--- config.mk ---
export PLATFORM = sky130hd
export DESIGN_NAME = ex_mem_stage_buffer
export DESIGN_NICKNAME = d
export VERILOG_FILES = /design/src/rtl/ex_mem_stage_buffer.sv
export SDC_FILE = /design/constraint.sdc
export NUM_CORES = 1
export LEC_CHECK = 0
export CORE_AREA = 2 2 192 194
export CTS_BUF_LIST = sky130_fd_sc_hd__clkbuf_8
export DETAILED_ROUTE_END_ITERATION = 16
export DIE_AREA = 0 0 194 196
export GPL_TIMING_DRIVEN = 0
export PLACE_DENSITY_LB_ADDON = 0.25
export SYNTH_ARGS = -nofsm -noshare
export SYNTH_HDL_FRONTEND = slang
export SYNTH_SLANG_ARGS = --single-unit
--- constraint.sdc ---
create_clock -name clock -period 1.9 [get_ports clock]
set_clock_uncertainty 0.05 [all_clocks]
set_input_delay 0.38 -clock clock [delete_from_list [all_inputs] [get_ports clock]]
set_output_delay 0.38 -clock clock [all_outputs]
set_load 0.005 [all_outputs]
--- src/rtl/ex_mem_stage_buffer.sv ---
// EX->MEM pipeline register with valid bit, bubble insertion on EX stall,
// hold on MEM stall, flush, a feedback store for multi-cycle EX state
// (partial HI/LO result and cycle count), and a saturating bubble counter.
module ex_mem_stage_buffer #(
    parameter int DATA_WIDTH   = 32,
    parameter int ADDR_WIDTH   = 5,
    parameter int MEM_OP_WIDTH = 4,
    parameter int CNT_WIDTH    = 2,
    parameter int PERF_WIDTH   = 16
) (
    input  logic                    clock,
    input  logic                    reset,
    input  logic                    flush,
    input  logic                    stall_ex,
    input  logic                    stall_mem,
    input  logic                    ex_valid,
    input  logic                    ex_write_enable,
    input  logic [ADDR_WIDTH-1:0]   ex_write_addr,
    input  logic [DATA_WIDTH-1:0]   ex_write_data,
    input  logic                    ex_write_hilo_enable,
    input  logic [DATA_WIDTH-1:0]   ex_write_hi_data,
    input  logic [DATA_WIDTH-1:0]   ex_write_lo_data,
    input  logic [MEM_OP_WIDTH-1:0] ex_mem_op,
    input  logic [DATA_WIDTH-1:0]   ex_mem_addr,
    input  logic [DATA_WIDTH-1:0]   ex_mem_store_data,
    input  logic [2*DATA_WIDTH-1:0] ex_hilo_temp,
    input  logic [CNT_WIDTH-1:0]    ex_cycle_count,
    output logic                    mem_valid,
    output logic                    mem_write_enable,
    output logic [ADDR_WIDTH-1:0]   mem_write_addr,
    output logic [DATA_WIDTH-1:0]   mem_write_data,
    output logic                    mem_write_hilo_enable,
    output logic [DATA_WIDTH-1:0]   mem_write_hi_data,
    output logic [DATA_WIDTH-1:0]   mem_write_lo_data,
    output logic [MEM_OP_WIDTH-1:0] mem_mem_op,
    output logic [DATA_WIDTH-1:0]   mem_mem_addr,
    output logic [DATA_WIDTH-1:0]   mem_mem_store_data,
    output logic [2*DATA_WIDTH-1:0] hilo_temp_o,
    output logic [CNT_WIDTH-1:0]    cycle_count_o,
    output logic [PERF_WIDTH-1:0]   bubble_count
);

    // Forward-path payload: everything MEM consumes, bundled so that
    // bubble/flush can zero it in one assignment.
    typedef struct packed {
        logic                    valid;
        logic                    write_enable;
        logic [ADDR_WIDTH-1:0]   write_addr;
        logic [DATA_WIDTH-1:0]   write_data;
        logic                    write_hilo_enable;
        logic [DATA_WIDTH-1:0]   write_hi_data;
        logic [DATA_WIDTH-1:0]   write_lo_data;
        logic [MEM_OP_WIDTH-1:0] mem_op;
        logic [DATA_WIDTH-1:0]   mem_addr;
        logic [DATA_WIDTH-1:0]   mem_store_data;
    } fwd_t;

    localparam logic [PERF_WIDTH-1:0] PERF_ONE = {{(PERF_WIDTH-1){1'b0}}, 1'b1};

    fwd_t ex_fwd;
    fwd_t mem_q;

    assign ex_fwd = '{
        valid:             ex_valid,
        write_enable:      ex_write_enable,
        write_addr:        ex_write_addr,
        write_data:        ex_write_data,
        write_hilo_enable: ex_write_hilo_enable,
        write_hi_data:     ex_write_hi_data,
        write_lo_data:     ex_write_lo_data,
        mem_op:            ex_mem_op,
        mem_addr:          ex_mem_addr,
        mem_store_data:    ex_mem_store_data
    };

    // Pipeline register: reset > flush > advance / bubble / hold.
    // The stall_ex=0, stall_mem=1 case cannot legally happen and falls into hold.
    always_ff @(posedge clock) begin
        if (reset) begin
            mem_q         <= '0;
            hilo_temp_o   <= '0;
            cycle_count_o <= '0;
            bubble_count  <= '0;
        end else if (flush) begin
            mem_q         <= '0;
            hilo_temp_o   <= '0;
            cycle_count_o <= '0;
        end else if (!stall_ex && !stall_mem) begin
            mem_q         <= ex_fwd;
            hilo_temp_o   <= '0;
            cycle_count_o <= '0;
        end else if (stall_ex && !stall_mem) begin
            mem_q         <= '0;
            hilo_temp_o   <= ex_hilo_temp;
            cycle_count_o <= ex_cycle_count;
            if (bubble_count != '1)
                bubble_count <= bubble_count + PERF_ONE;
        end else begin
            hilo_temp_o   <= ex_hilo_temp;
            cycle_count_o <= ex_cycle_count;
        end
    end

    assign mem_valid             = mem_q.valid;
    assign mem_write_enable      = mem_q.write_enable;
    assign mem_write_addr        = mem_q.write_addr;
    assign mem_write_data        = mem_q.write_data;
    assign mem_write_hilo_enable = mem_q.write_hilo_enable;
    assign mem_write_hi_data     = mem_q.write_hi_data;
    assign mem_write_lo_data     = mem_q.write_lo_data;
    assign mem_mem_op            = mem_q.mem_op;
    assign mem_mem_addr          = mem_q.mem_addr;
    assign mem_mem_store_data    = mem_q.mem_store_data;

endmodule

Yosys cells after proc, flatten, opt, wreduce, memory -nomap -nowiden:

Cells that the tools add are included.

* register bits: 254
* bits in latches: 0
* bits in writable memories: 0
* ROM bits: 0
* input bits: 243
* memories kept: 0

* add/subtract/negate cells: 1
* multipliers: 0
* divide/modulo/power cells: 0
* magnitude comparators: 0
* equal/unequal tests: 1
* shifts and indexed selects: 0
* mux-type cells: 2
* bitwise gates (word level): 2
* reduce and logical (&&, ||, !) cells: 8

Operators with widths (number)
* 172-bit 2-to-1 mux: 2
* 16-bit by 1-bit adder with 16-bit output, second input constant: 1
* 16-bit != test, second input constant: 1
* 4-bit AND reduction: 1
* 3-bit OR reduction: 1
* 1-bit logical AND: 2
* 1-bit logical NOT: 2
* 1-bit inverter: 2
* 2-bit nonzero test: 1
* 2-bit OR reduction: 1

Logic depth before layout (Yosys ltp):

* depth in word-level cells: 4
* gate-level depth with buffers: 6

Least setup slack after synthesis:

No wires, ideal clock.

* path type: input -> register
* from: in stall_mem
* to: reg bubble_count[12]
* arrival time: 1.837 ns
* path slack: -0.058 ns
* stages: 4
* buffers on the path: 0
* cell sequence: or3b_1 -> or4_4 -> or4_1 -> a21oi_1

* cells in the longest elaborated chain, start to end: 4

Ends and longest elaborated chain
* from (decl): line 15 `input logic stall_mem,`
* 1-bit logical NOT (*): line 88, 92
* 1-bit logical AND: line 88 `end else if (!stall_ex && !stall_mem) begin`
* 1-bit inverter (no line)
* 4-bit AND reduction (no line) (*)
* to (signal assigned): line 97 `bubble_count <= bubble_count + PERF_ONE;`
* to (decl): line 40 `output logic [PERF_WIDTH-1:0] bubble_count`

Every way passes the cells marked *; elsewhere a longest branch is shown, timed or not.
A chain may end at the register's enable or synchronous reset.

Worst setup path after layout:

* from: reg bubble_count[0]
* to: reg bubble_count[12]

* cells in the longest elaborated chain, start to end: 2

Ends and longest elaborated chain
* branches (longest 2 deep; another with 16-bit by 1-bit adder with 16-bit output)

Parallel ways; which one is timed is not known.

==> flow_metrics.tcl <==
set metrics [dict create \
    clkPwrFrac_pct 43.2 \
    worstSetupPathType "reg -> reg" \
    dr.pass1.iters 5 \
    grt_max_degree 12 \
    p_int_mw 8.96 \
    crit_required_ns 2.36 \
    pin_count 497 \
    drc 0 \
    syn-mean-instance-area_um2 10.1 \
    power_frac_comb_pct 10.0 \
    cp.arrival_ns 2.31 \
    cts_tree "built" \
    fin_nets 1603 \
    slew_headroom_pct 50.5 \
    cts_sinks 254 \
    setup_viol 0 \
    drive_gt1_share_pct 8.95 \
    wl_per_cell_um 17.6 \
    switching_power_mw 2.78 \
    cp-end-kind "register" \
    synth_seq_cells 254 \
    hold_violations 0 \
    grt_pass1_vias 8312 \
    vdd_drop_max_mv 0.487 \
    ant_nets 0 \
    dieArea_um2 38000 \
    start_util_pct 22.7 \
    die_w_um 194 \
    switching_share_pct 23.7 \
    grt_pass1_wl_um 49000 \
    final_area_um2 14500 \
    fin_util_pct 40.2 \
    synth-seq-area-share_pct 62.2 \
    rows 70 \
    p_leak_nw 6.52 \
    cts.path.max_buffers 3 \
    fill_cells 3724 \
    fmax_mhz 539 \
    place_congestion 0.787 \
    grt_setup_unrepaired "no" \
    layout-area-overhead-vs-synth_pct 77.5 \
    coreArea_um2 36100 \
    numCtsBuffers 46 \
    dpl_cell_area_um2 13700 \
    ys_warn_count 0 \
    overflow 0 \
    fin_setup_tns_ns 0 \
    tightest_slew_ns 0.742 \
    worstPathMaxFanout 6 \
    syn_inst 812 \
    seqPwrFrac_pct 46.9 \
    hold_path_class "in -> reg" \
    syn-cell-area_um2 8180 \
    synth_cell_types 27 \
    via_count 8120 \
    cts.clk_slew.worst_paths_ns 0.06 \
    final_max_slew_viol_count 0 \
    period_minus_slack_ns 1.85 \
    port_buffers 495 \
    powerDensity_nw_per_um2 809 \
    die_h_um 196 \
    postCtsHoldBufs 0 \
    wl_um 32600 \
    grt_usage_pct 16.6 \
    status "finished clean" \
    clk_latency_ns 0.58 \
    drt_iter0_drc 321 \
    critPathLaunchType "register" \
    h-tree-depth 2 \
    synth.net_count 1056 \
    antenna_found_initial 1 \
    routed_via_density 4.38 \
    post-dp-hpwl_um 24600 \
    maxCapViolCount 0 \
    post-route-period-util_pct 97.6 \
    clockRootBuffer "clkbuf_8" \
    antenna_cells 0 \
]
==> state kept, by name (all words and copies together) (netlist names), 2 cells and up <==
name and cells:
mem_mem_store_data 32, cycle_count_o 2, mem_write_lo_data 32, mem_write_hi_data 32
bubble_count 16, mem_mem_addr 32, mem_write_addr 5, mem_mem_op 4
mem_write_data 32, hilo_temp_o 64
==> cells by family (layout without fill, tap and decap cells) <==
group | after synthesis | after routing | share of synthesized area [%]
and+or+nand+nor | 283 | 283 | 16.3
buffers and inverters | 71 | 645 | 3.26
adders and majority gates | 1 | 1 | 0.153
DFF | 254 | 254 | 62.2
muxes | 1 | 1 | 0.138
AOI/OAI and AO/OA | 202 | 202 | 18.0
==> power groups by stage <==
stage / logic, mW / clock network (mW) / registers [mW]
final: 1.17 / 5.07 / 5.50
after detailed placement: 1.25 / 0 / 5.63
after floorplan: 0.336 / 0 / 5.63
after CTS: 1.19 / 5.27 / 5.51
after global placement: 1.25 / 0 / 5.62
after global routing: 1.27 / 5.50 / 5.51
==> cell usage after synthesis <==
master,count,area [µm²]
a21oi_1,14,70.1
a22oi_1,172,1290
a31oi_1,1,6.26
and2_1,66,413
and4_1,3,26.3
buf_1,1,3.75
clkbuf_1,67,251
dfxtp_1,254,5080
ha_1,1,12.5
inv_1,3,11.3
mux2_2,1,11.3
nand2_1,5,18.8
nand3_1,6,30.0
nand3b_1,1,7.51
nand4_1,4,25.0
nor2_1,177,664
nor3_1,2,10.0
nor3b_1,1,7.51
nor4_1,2,12.5
o21ai_0,4,20.0
o21bai_1,1,7.51
o31ai_1,10,75.1
or2_2,1,6.26
or3_1,4,25.0
or3b_1,1,8.76
or4_1,9,67.6
or4_4,1,11.3
==> metrics by stage <==
stage | std cells | power [mW] | setup WS [ns] | hold slack [ns]
after floorplan | 812 | 5.97 | -0.0474 | 0.431
after global placement | 1775 | 6.87 | -1.12 | 0.437
after detailed placement | 1775 | 6.88 | -1.16 | 0.446
after CTS | 1852 | 12.0 | -0.000314 | 0.0973
after global routing | 1854 | 12.3 | 0.00249 | 0.144
final | 1854 | 11.7 | 0.0453 | 0.169
==> critical path: stages (launching register included) <==
cell,delay [ns]
dfxtp_4,0.38
ha_4,0.15
nand3_4,0.09
or4_4,0.57
or4_4,0.43
a21oi_2,0.11
==> cells in the final DEF, fill, tap and decap left out, drive strengths merged, types with 12 or more instances in the layout <==
cell           count
dlygate4sd2      221
inv               17
and2              66
a22oi            172
dlymetal6s2s      12
dfxtp            254
clkdlybuf4s50    262
clkbuf           123
a21oi             14
nor2             177
==> layout make-up <==
type                    count  area, µm²  area share (%)
well taps                 468        586            4.03
clock buffers              57        785            5.40
flip-flops and latches    254       5130            35.3
plain buffers              68        287            1.97
multi-input cells         487       2890            19.9
clock inverters            18        100           0.689
inverters                   3       11.3          0.0776
repair buffers            499       4740            32.6
==> routing by layer <==
layer | up-vias | part of all wire (%) | track usage (%)
met2 | 339 | 51 | 30.0
li1 | 3952 | - | -
met5 | - | 0.031 | 0
met4 | 2 | 1.9 | 5.56
met3 | 43 | 9.1 | 6.64
met1 | 3784 | 38 | 17.5
==> worst paths after layout <==
check                   startpoint                to  slack, ns  depth (start not counted)
hold reg to reg   mem_mem_addr[29]  mem_mem_addr[29]       0.45                          2
hold / removal               reset   bubble_count[0]       0.17                          2
setup / recovery   bubble_count[0]  bubble_count[12]       0.05                          5
setup reg to reg   bubble_count[0]  bubble_count[12]       0.05                          5
==> what timing repair did <==
item	in CTS	in global routing
endpoints found under the setup margin	323	130
pin swaps	0	3
setup buffers	2	2
gates resized for setup	258	56
Power figures use the tool's default switching activity.
